<file path="config.mk">
export PLATFORM = sky130hd
export DESIGN_NAME = demux8_slot_sequencer
export DESIGN_NICKNAME = d
export VERILOG_FILES = /design/src/rtl/demux8_slot_sequencer_pkg.sv /design/src/rtl/demux8_slot_sequencer_priority_next_slot.sv /design/src/rtl/demux8_slot_sequencer.sv
export SDC_FILE = /design/constraint.sdc
export NUM_CORES = 1
export LEC_CHECK = 0
export ABC_CLOCK_PERIOD_IN_PS = 2920
export CAP_MARGIN = 20
export CORE_AREA = 4 4 56 83
export DETAILED_ROUTE_END_ITERATION = 7
export DIE_AREA = 0 0 60 87
export PLACE_DENSITY = 0.7
export SYNTH_ARGS = -nofsm -noshare
export SYNTH_HDL_FRONTEND = slang
export SYNTH_SLANG_ARGS = --single-unit
</file>
<file path="constraint.sdc">
create_clock -name clk -period 2.92 [get_ports clk]
set_clock_uncertainty 0.15 [all_clocks]
set_input_delay 0.438 -clock clk [delete_from_list [all_inputs] [get_ports clk]]
set_output_delay 0.438 -clock clk [all_outputs]
set_load 0.01 [all_outputs]
</file>
<file path="src/rtl/demux8_slot_sequencer_pkg.sv">
// Shared types and constants for the demux8 slot sequencer.
package demux8_slot_sequencer_pkg;
    typedef enum logic [1:0] {
        IDLE = 2'd0,
        SLOT = 2'd1,
        GAP  = 2'd2
    } state_t;

    localparam int NCH   = 8;
    localparam int SEL_W = 3;
    localparam int CNT_W = 4;
endpackage

</file>
<file path="src/rtl/demux8_slot_sequencer_priority_next_slot.sv">
// Finds the next enabled channel above cur, or the lowest enabled channel
// when first is set. Scanning never wraps, so cur = 7 always yields none.
module priority_next_slot
    import demux8_slot_sequencer_pkg::*;
(
    input  logic [NCH-1:0]   mask,
    input  logic [SEL_W-1:0] cur,
    input  logic             first,
    output logic [SEL_W-1:0] nxt,
    output logic             none
);
    // Descending scan so the lowest qualifying index wins.
    always_comb begin
        nxt  = '0;
        none = 1'b1;
        for (int i = NCH - 1; i >= 0; i--) begin
            if (mask[i] && (first || (i > int'(cur)))) begin
                nxt  = SEL_W'(i);
                none = 1'b0;
            end
        end
    end
endmodule

</file>
<file path="src/rtl/demux8_slot_sequencer.sv">
// Upstream driver for a 1-to-8 demux: serialises one 8-bit frame over the
// enabled channels, one slot per channel, with registered select/data.
module demux8_slot_sequencer
    import demux8_slot_sequencer_pkg::*;
#(
    parameter int HOLD       = 1,
    parameter int GAP_CYCLES = 1
) (
    input  logic       clk,
    input  logic       rst,
    input  logic [7:0] in_data,
    input  logic       in_valid,
    output logic       in_ready,
    input  logic [7:0] ch_en,
    output logic       a,
    output logic       b,
    output logic       c,
    output logic       d,
    output logic       busy,
    output logic       frame_done
);
    localparam logic [CNT_W-1:0] HOLD_LD = CNT_W'(HOLD - 1);
    localparam logic [CNT_W-1:0] GAP_LD  = CNT_W'(GAP_CYCLES - 1);

    state_t             state_q, state_n;
    logic [SEL_W-1:0]   slot_q, slot_n;
    logic [NCH-1:0]     data_q, data_n;
    logic [NCH-1:0]     mask_q, mask_n;
    logic [CNT_W-1:0]   cnt_q, cnt_n;
    logic [SEL_W-1:0]   sel_n;
    logic               d_n, fd_n;

    // In IDLE the finder looks at the live mask so the first slot can be
    // registered on the accept edge; afterwards it walks the latched mask.
    logic               pn_first, pn_none;
    logic [NCH-1:0]     pn_mask;
    logic [SEL_W-1:0]   pn_idx;

    assign pn_first = (state_q == IDLE);
    assign pn_mask  = pn_first ? ch_en : mask_q;

    priority_next_slot u_next (
        .mask  (pn_mask),
        .cur   (slot_q),
        .first (pn_first),
        .nxt   (pn_idx),
        .none  (pn_none)
    );

    // Next-state and next-output logic.
    always_comb begin
        state_n = state_q;
        slot_n  = slot_q;
        data_n  = data_q;
        mask_n  = mask_q;
        cnt_n   = cnt_q;
        sel_n   = {a, b, c};
        d_n     = d;
        fd_n    = 1'b0;
        case (state_q)
            IDLE: begin
                sel_n = '0;
                d_n   = 1'b0;
                if (in_valid && in_ready) begin
                    data_n = in_data;
                    mask_n = ch_en;
                    if (pn_none) begin
                        fd_n = 1'b1;
                    end else begin
                        state_n = SLOT;
                        slot_n  = pn_idx;
                        sel_n   = pn_idx;
                        d_n     = in_data[pn_idx];
                        cnt_n   = HOLD_LD;
                    end
                end
            end
            SLOT: begin
                if (cnt_q != '0) begin
                    cnt_n = cnt_q - 1'b1;
                end else if (pn_none) begin
                    fd_n  = 1'b1;
                    sel_n = '0;
                    d_n   = 1'b0;
                    if (GAP_CYCLES > 0) begin
                        state_n = GAP;
                        cnt_n   = GAP_LD;
                    end else begin
                        state_n = IDLE;
                    end
                end else begin
                    slot_n = pn_idx;
                    sel_n  = pn_idx;
                    d_n    = data_q[pn_idx];
                    cnt_n  = HOLD_LD;
                end
            end
            GAP: begin
                if (cnt_q == '0) state_n = IDLE;
                else             cnt_n   = cnt_q - 1'b1;
            end
            default: state_n = IDLE;
        endcase
    end

    // State and registered demux-facing outputs.
    always_ff @(posedge clk) begin
        if (rst) begin
            state_q    <= IDLE;
            slot_q     <= '0;
            data_q     <= '0;
            mask_q     <= '0;
            cnt_q      <= '0;
            {a, b, c}  <= '0;
            d          <= 1'b0;
            busy       <= 1'b0;
            frame_done <= 1'b0;
            in_ready   <= 1'b0;
        end else begin
            state_q    <= state_n;
            slot_q     <= slot_n;
            data_q     <= data_n;
            mask_q     <= mask_n;
            cnt_q      <= cnt_n;
            {a, b, c}  <= sel_n;
            d          <= d_n;
            busy       <= (state_n != IDLE);
            frame_done <= fd_n;
            in_ready   <= (state_n == IDLE);
        end
    end
endmodule

</file>
# Word-level counts from Yosys, hierarchy flattened

Cells that the tools add are included.

Magnitude comparators: 8
$add $sub $neg: 1
Reduce and logical (&&, ||, !) cells: 27
Mux-type cells: 49
Equality and inequality tests: 6

Operators by type and width:

| kind                                                       | number |
|---|---|
| 2-to-1 mux 3 bit                                           | 14 |
| 2-to-1 mux 1 bit                                           | 17 |
| 2-to-1 mux 4 bit                                           | 4 |
| > comparator 3 bit, first input constant                   | 4 |
| one-hot mux 3 bit (2 select lines)                         | 2 |
| one-hot mux 4 bit (3 select lines)                         | 1 |
| 2-to-1 mux 2 bit                                           | 5 |
| logical AND 1 bit                                          | 9 |
| 2-to-1 mux 8 bit                                           | 1 |
| logical OR 1 bit                                           | 7 |
| binary-select mux 1 bit (select 3 bit)                     | 2 |
| > comparator 2 x 3 -> 1 bit, first input constant          | 2 |
| inequality test 2 bit, second input constant               | 3 |
| one-hot mux 2 bit (3 select lines)                         | 1 |
| logical NOT 2 bit                                          | 2 |
| logical NOT 4 bit                                          | 1 |
| less-than comparator 3 x 4 -> 1 bit, second input constant | 1 |
| one-hot mux 1 bit (2 select lines)                         | 2 |
| AND reduction 2 bit                                        | 2 |
| AND reduction 4 bit                                        | 1 |
| nonzero test 2 bit                                         | 2 |
| nonzero test 4 bit                                         | 1 |
| subtractor 4 x 1 -> 4 bit, second input constant           | 1 |
| > comparator 1 x 3 -> 1 bit, first input constant          | 1 |
| 5 further kinds                                            | 5 |

Logic and storage cells: 103
Register bits: 32

# Longest topological paths before layout

Depth after elaboration: 16
Mapped depth: 11

# Cells and area by module

A second synthesis with hierarchy kept.

Cells, all modules: 220
Area total of the unflattened synthesis: 1900.6 um^2

By module, submodules not included:

| module                | cells each | area an instance (um^2) | instances |
|---|---|---|---|
| demux8_slot_sequencer | 181        | 1630.3                  | 1 |
| priority_next_slot    | 39         | 270.3                   | 1 |

# Worst setup path after synthesis

No wires, ideal clock.

Path kind: reg2reg
Start point: reg state_q[0]
End point: reg d
Setup slack: 0.517 ns
Library setup time: 0.126 ns
Required time: 2.644 ns
Clock period less this slack: 2.403 ns
Data arrival time: 2.127 ns
Stages on the path, launching flop included: 11
Path through: dfxtp_1 > inv_1 > ha_1 > buf_6 > mux2i_2 > nand2_1 > a32oi_4 > inv_4 > mux4_2 > nand3_1 > nand4_1

Cells in the longest elaborated chain, start to end: 16
Elaborated cells between the ends (all ways): 46
Classes of those cells: eq/ne (2); mux (26); reduce/logical (18)

RTL lines:

| element                                                          | line                                                                        | RTL |
|---|---|---|
| start: declaration                                               | demux8_slot_sequencer.sv:25                                                 | `state_t state_q, state_n;` |
| start signal: assignment                                         | demux8_slot_sequencer.sv:120                                                | `state_q <= state_n;` |
| logical NOT 2 bit                                                | demux8_slot_sequencer.sv:39, demux8_slot_sequencer.sv:60                    |  |
| 2-to-1 mux 8 bit or logical OR 1 bit (tied branches)             | demux8_slot_sequencer.sv:40, demux8_slot_sequencer_priority_next_slot.sv:17 |  |
| logical AND 1 bit                                                | demux8_slot_sequencer_priority_next_slot.sv:17                              | `if (mask[i] && (first \|\| (i > int'(cur)))) begin` |
| 2-to-1 mux 3 bit (8 in a row)                                    | demux8_slot_sequencer_priority_next_slot.sv:17                              |  |
| binary-select mux 1 bit (select 3 bit), on equally long branches | demux8_slot_sequencer.sv:94, demux8_slot_sequencer.sv:73                    |  |
| 2-to-1 mux 1 bit, on equally long branches                       | demux8_slot_sequencer.sv:94, demux8_slot_sequencer.sv:73                    |  |
| 2-to-1 mux 1 bit, on equally long branches                       | demux8_slot_sequencer.sv:81, demux8_slot_sequencer.sv:67                    |  |
| 2-to-1 mux 1 bit, on equally long branches                       | demux8_slot_sequencer.sv:79, demux8_slot_sequencer.sv:64                    |  |
| one-hot mux 1 bit (2 select lines)                               | demux8_slot_sequencer.sv:60                                                 | `case (state_q)` |
| end signal: assignment                                           | demux8_slot_sequencer.sv:126                                                | `d <= d_n;` |
| end: declaration                                                 | demux8_slot_sequencer.sv:18                                                 | `output logic d,` |

Parallel ways exist; a longest one is shown, timed or not. The select of a mux whose other input is x is not followed.
A chain may end at the register's enable or synchronous reset.

# Worst setup path after layout

Start point: reg state_q[1]
End point: reg cnt_q[1]

Cells in the longest elaborated chain, start to end: 13
Elaborated cells between the ends (all ways): 33
Classes of those cells: eq/ne (5); mux (10); reduce/logical (18)

RTL lines:

| element                                              | line                                                                        | RTL |
|---|---|---|
| logical NOT 2 bit                                    | demux8_slot_sequencer.sv:39, demux8_slot_sequencer.sv:60                    |  |
| 2-to-1 mux 8 bit or logical OR 1 bit (tied branches) | demux8_slot_sequencer.sv:40, demux8_slot_sequencer_priority_next_slot.sv:17 |  |
| logical AND 1 bit                                    | demux8_slot_sequencer_priority_next_slot.sv:17                              |  |
| 2-to-1 mux 1 bit (8 in a row)                        | demux8_slot_sequencer_priority_next_slot.sv:17                              |  |
| inequality test 2 bit (no line)                      | n/a                                                                         |  |
| AND reduction 4 bit (no line)                        | n/a                                                                         |  |
| end signal: assignment                               | demux8_slot_sequencer.sv:124                                                | `cnt_q <= cnt_n;` |
| end: declaration                                     | demux8_slot_sequencer.sv:29                                                 | `logic [CNT_W-1:0] cnt_q, cnt_n;` |

Parallel ways exist; a longest one is shown, timed or not.

==> impl.org <==
** Status
- The run finished with clean final reports.

** STA
- Measured against its own limit, the worst slew margin works out to 60.08%.
- Number of hold violations in the final report :: 0
- Final setup fails :: 0
- Fin Setup TNS :: 0 ps
- Worst Tran Pin Value :: ~600 ps
- Clock period minus worst slack :: 2749 ps
- The number of slew-limit violations in the final report is 0.
- Setup repair after global routing left no endpoint under its margin.
- Period utilization :: between 90% and 100%
- Maximum operating frequency :: 363.7 MHz

** Finish
- Fraction of final layout cells with drive strength greater than 1 :: about an eighth
- Fin nets :: 269
- Summing all multi-input logic gate instances after layout gives between 1000 and 1500 µm².
- Core utilization of the finished layout :: ~56%
- For this run, the number of standard cells in the final layout without fillers is 290.
- After filler insertion, the fill cell instance count of the layout stands at roughly 370.
- Growth of design area from synthesis to finish :: 25.11%
- Count of antenna diodes in the layout :: 0
- Summing all flip-flop and latch instances after layout gives approximately 620 µm².

** Global route
- met2 is the most crowded layer.
- Met1 Usage GRT :: 19.74%
- Wire length of the first global-routing pass :: 7072 µm
- Global routing consumed, on the met3 layer, between 4 and 5% of the routing resources.
- Overall fraction of global-route tracks in use :: 17.89%
- The initial antenna violation count was 0.
- Entering global routing, the biggest net connects 24 pins.
- Via count of the first global-routing pass :: approximately 1600
- For this run the aggregate overflow at the end of global routing stands at 0.
- Grt met2 use :: a little under a third

** Pwr
- Power per Cell Area :: 529.3 nW/µm²
- Worst ir drop on vdd :: 0.4217 mV
- Total power for the finished layout comes to roughly 0.0012 W.
- Static leakage power :: around 0.8 nW

** Clock network
- After clock tree synthesis, the clock-pin slew on the worst setup and hold paths is ~70 ps.
- Clock tree synthesis inserted a total of 5 buffers.
- TritonCTS built the clock tree.
- Hold repair after CTS inserted 0 buffers.
- Gates resized during post-CTS repair numbered 0.
- Buffer count from post-CTS setup fixing :: 0
- Clock Sinks :: 31
- Maximum number of buffers from clock root to sink :: 2
- The clock tree synthesis step divided the H-tree into 2 levels.
- Clock network latency to the later pin of the worst-skew pair :: between 200 and 300 ps
- CTS placed an instance of clkbuf_8 at the clock tree root.

** Floorplanning
- The initial utilization of the core area, before any placement, comes to about 45%.
- Chip width :: around 60 µm
- The die covers 5220 µm².
- The initialized floorplan defines 28 standard-cell rows.
- # IOs :: 26
- The floorplan step defined a core boundary enclosing between 3000 and 4000 µm².
- The floorplan step set the die height to 87 µm.

** Setup path
- Of all nets on the critical path, the largest fanout is 23.
- Library cell contributing the largest single delay on the critical path :: a221o_1
- Delay of the slowest critical-path stage :: ~440 ps
- WP buf/inv :: 2
- Data on the critical path is required at its endpoint by 2980 ps.
- Data arrives at the worst endpoint at 2810 ps.
- Worst Setup Start Kind :: flop
- The signal on the critical path passes through inv_1, ha_1, buf_12, nor4b_2, nor2_2, nand3_2, o21bai_2, a221o_1, or3_1, a21oi_1.
- Worst setup path class :: flop to flop
- Type of destination of the critical path :: flop
- Cell class contributing the biggest share of worst-path delay :: simple AND/OR/NAND/NOR gates

** Synth
- Total nets after synthesis :: 240
- The cell area that synthesis handed to floorplanning was 1754 µm².
- For this run, the register share of the synthesized area comes to 35.38%.
- By area the synthesized netlist is led by dfxtp_1 35%, nand2_1 8.3%, a21oi_1 7.4%.
- Ys Warns :: 0
- The synthesized design devotes to its leading area cell type between 30% and 40% of total area.
- The cell count after synthesis came out at 215.
- Cell type with the largest total area after synthesis :: dfxtp_1
- Counting distinct cell types in the post-synthesis netlist gives 48.
- Synth Register Bits :: 31
- Averaged over all synthesized cells, the footprint is around 8.2 µm².

** Route
- In the routed layout, each cell is associated on average with a via count of around 5.5.
- The detail route stage leaves a number of antenna-violating nets equal to 0.
- For this run, design rule violations remaining after detail routing come to 0.
- The detailed router finished its first iteration with 46 violations.
- The first TritonRoute pass finished after 4 iterations.
- Mean routed wirelength per cell :: ~14 µm
- The routed design has 4160 µm of wire.
- Via count :: around 1600

** Placement
- Count of input and output buffers :: 25
- The congestion estimate from routability-driven global placement came to 0.8258.
- After detailed placement, the design holds a cell count of around 280.
- Once detailed placement completed, the half-perimeter wirelength came to between 3000 and 4000 µm.

** Min path
- The tightest min-delay check is of the flop to flop type.

** Run
- Max-capacitance violation count :: 0
cell type report:
class	instances	share of cell area (%)
well taps	45	2.566
multi-input cells	166	47.95
repair buffers	32	14.37
flip-flops and latches	31	28.28
inverters	8	1.482
clock inverters	2	1.596
clock buffers	6	3.763
synth_stat cells, drive strengths merged:
| cell | instances |
|---|---|
| and3 | 1 |
| a21oi | 26 |
| or3b | 1 |
| buf | 3 |
| nor4b | 2 |
| o21ai | 8 |
| mux2i | 11 |
| and3b | 1 |
| a32oi | 3 |
| or2 | 2 |
| o21a | 2 |
| nand4b | 1 |
| nand4 | 1 |
| nor4 | 1 |
| a21boi | 2 |
| ha | 6 |
| and2 | 2 |
| nor2 | 21 |
| nand3b | 4 |
| a221o | 1 |
| nor3b | 1 |
| nand3 | 5 |
| nor3 | 5 |
| o211ai | 1 |
| inv | 8 |
| a221oi | 1 |
| a31oi | 2 |
| o21bai | 1 |
| nand2b | 1 |
| nand2 | 39 |
| clkbuf | 7 |
| a22oi | 5 |
| mux4 | 1 |
| dfxtp | 31 |
| or3 | 2 |
| a211oi | 3 |
| nor2b | 3 |
flip-flops by register name (all words and copies together) (netlist names):
name and count:
mask_q 7, in_ready 1, c 1, b 1, data_q 8, frame_done 1, a 1, cnt_q 4
busy 1, state_q 2, d 1, slot_q 3
through the flow:
step	setup slack, ps	cell area (µm²)	hold slack, ps
2_1_floorplan	516.8	1754	281.4
3_5_place_dp	147.4	2077	296.3
5_1_grt	30.58	2195	320.8
4_1_cts	157.3	2195	307.6
3_3_place_gp	169.7	2077	291.7
6_report	170.7	2195	305.1
worst paths after layout:
path | from | endpoint | slack (ps) | cells past startpoint
min | data_q[7] | data_q[7] | 310 | 2
max | state_q[1] | cnt_q[1] | 170 | 10
max reg2reg | state_q[1] | cnt_q[1] | 170 | 10
min reg2reg | data_q[7] | data_q[7] | 310 | 2
power by group:
part	internal, W	total (W)	switching, W
Clock	0.000276	0.000433	0.000157
Sequential	0.000448	0.000473	0.0000249
Combinational	0.000120	0.000255	0.000136
Total	0.000844	0.00116	0.000318
metal layers:
layer  vias up  part of all wire, %
met2        25                   54
li1        810                    -
met5         -                    0
met1       743                   40
met3         8                  4.3
met4         0                  2.2
cells by family after synthesis:
kind of cell / synth area share, %
compound gates: 21.54
fa+ha+maj: 4.279
buf+inv: 4.637
flops: 35.38
mux: 7.775
simple gates: 26.39
cell usage in the layout, fill, tap and decap left out, types with 4 or more instances in the layout:
cell type / Yosys / final
nand3b_1: 4 / 4
nand2_1: 39 / 39
buf_4: 1 / 6
clkbuf_8: 0 / 6
mux2i_1: 10 / 10
nand3_1: 4 / 4
dfxtp_1: 31 / 31
ha_1: 6 / 6
a22oi_1: 5 / 5
nor2_1: 18 / 18
clkdlybuf4s50_1: 0 / 25
inv_1: 7 / 7
o21ai_0: 7 / 7
a21oi_1: 26 / 26
nor3_1: 5 / 5
worst min-delay path: cells and delay by family (launching register included):
family,cells,cell delay [ps]
and+or+nand+nor,1,50
DFF,1,310
AOI/OAI and AO/OA,1,50
Note: power is estimated with default switching activity, not from simulation.
==> RTL edit: new RTL, same flow settings <==
The 3 states of `state_t` get a one-hot encoding in 3 bits.
--- a/src/rtl/demux8_slot_sequencer_pkg.sv
+++ b/src/rtl/demux8_slot_sequencer_pkg.sv
@@ -2,6 +2,6 @@
 package demux8_slot_sequencer_pkg;
-    typedef enum logic [1:0] {
-        IDLE = 2'd0,
-        SLOT = 2'd1,
-        GAP  = 2'd2
+    typedef enum logic [2:0] {
+        IDLE = 3'b001,
+        SLOT = 3'b010,
+        GAP  = 3'b100
     } state_t;
Check against the original RTL: same outputs for any inputs over 10 cycles, from zero or initial values and one cycle with rst high; not proved beyond that.
==> RTL edit against the original RTL <==
  * Sequential cell count grew 1
  * Power shrank 4.3%
  * Routed wire length shrank 1.1%
  * Non-clock buffer count grew 4
  * Critical path depth shrank 1
  * Worst setup slack lost 0.046 ns
  * Area after synthesis grew 1.5%
  * Via count grew 2.7%
  * Cell area is the same
  * Count of clock-buffer cells in the layout is the same
==> RTL edit: results (changes against the original RTL) <==
drive_above_1_share_pct: 14.2  # +1.6 points
cts_buffers: 5  # unchanged
path_clk_slew_ns: 0.07  # about the same
crit_slowest_cell: "mux4_2"
insertedDiodeCount: 0  # unchanged
cp_max_fo: 2  # -91%
worst_ep_arrival_time_ns: 2.82  # about the same
grt_usage_pct: 17.4  # -0.52 points
h-tree-depth: 2  # unchanged
nFillCells: 373  # +0.54%
grt_max_degree: 32  # +33%
synth_seq_area_share_pct: 36.0  # +0.60 points
synthTopCellsByArea: "dfxtp_1 36%, nand2_1 9.5%, a21oi_1 8.2%, nor2_1 3.6%, buf_6 2.5%"
synth_cell_types: 58  # +21%
min_path_type: "flop to flop"
relSlewSlack_pct: 57.4  # -2.7 points
drt-initial-drc-count: 70  # +52%
grt_first_pass_wirelength_um: 6780  # -4.1%
routabilityCongestion: 0.845  # +2.4%
syn_nets: 241  # +0.42%
post_cts_buffers: 0  # unchanged
setup_viol: 0  # unchanged
synthTopCellsByCount: "45 x nand2_1, 32 x dfxtp_1, 29 x a21oi_1, 17 x nor2_1, 9 x inv_1"
wirelength_um: 4110  # -1.1%
status: "complete, no violations"
p_leak_nw: 0.788  # -2.3%
hpwl_um: 3110  # -1.2%
vdd_drop_max_mv: 0.493  # +17%
num_vias: 1629  # +2.7%
nets: 273  # +1.5%
grt_pass1_vias: 1514  # -5.0%
critical_path.max_stage_delay_ns: 0.51  # +0.07 ns
cts_max_path_buffers: 2  # unchanged
crit_family: "simple AND/OR/NAND/NOR gates"
cts-resized-gates: 0  # unchanged
antenna_found_initial: 0  # unchanged
reg_top3: "data_q x8, mask_q x7, cnt_q x4"
ys_warn_count: 0  # unchanged
-- RTL edit: routing by layer --
| metal | share of wire, % | routed length (um) | global-route usage [%] |
|---|---|---|---|
| met4 | 2.3 | 94 | 9.07 |
| met5 | 0 | 0 | 0 |
| met3 | 4.1 | 170 | 4.01 |
| met1 | 41 | 1700 | 19.5 |
| met2 | 52 | 2150 | 29.5 |
-- RTL edit: layout make-up --
cell class	instances	area, um2	area share (%)
timing repair buffer	36	333	15.2
clock buffer	6	72.6	3.31
multi-input combinational	168	1020	46.6
inverter	9	33.8	1.54
sequential	32	641	29.2
clock inverter	2	35.0	1.60
tap	45	56.3	2.57
-- RTL edit: logic make-up (layout without fill, tap and decap cells) --
group | count (synthesis) | after routing | share of synthesized area [%]
buf+inv | 20 | 53 | 6.53
flops | 32 | 32 | 36.0
mux | 5 | 5 | 3.51
simple gates | 103 | 103 | 29.7
compound gates | 58 | 58 | 22.8
fa+ha+maj | 2 | 2 | 1.41
-- RTL edit: path summary, 6_finish.rpt --
kind	start	depth (start not counted)	slack [ns]	end
worst max register to register	slot_q[1]$_SDFFE_PP0P_	8	0.22	d$_SDFFE_PP0P_
worst min-delay path	data_q[5]$_SDFFE_PP0P_	2	0.31	data_q[5]$_SDFFE_PP0P_
worst min register to register	data_q[5]$_SDFFE_PP0P_	2	0.31	data_q[5]$_SDFFE_PP0P_
worst max-delay path	ch_en[2]	9	0.12	d$_SDFFE_PP0P_
-- RTL edit: through the flow --
stage               std cells  setup slack (ns)  instance area [um2]  utilization [%]  hold WS (ns)
floorplan                 220             0.260                 1780                -         0.282
global placement          290            -0.136                 2090             53.2         0.292
detailed placement        290            -0.158                 2090             53.2         0.299
CTS                       298             0.148                 2190             55.9         0.308
global route              298           0.00681                 2190             55.9         0.325
finish                    298             0.124                 2190             55.9         0.308
-- RTL edit: where the power goes --
group	leakage [nW]	switching, mW	total [mW]	internal (mW)
clock network	0.0552	0.167	0.420	0.253
registers	0.260	0.0185	0.475	0.457
logic	0.473	0.109	0.217	0.108
total	0.788	0.294	1.11	0.817
-- RTL edit: worst register-to-register path: stages, from the launching register on --
cell and delay [ns]:
dfxtp_1 0.39, or3b_4 0.43, a211oi_4 0.30, nor2_2 0.08, a21oi_2 0.18, mux4_2 0.51, nor3b_2 0.17, nor4_1 0.27
o31ai_1 0.10
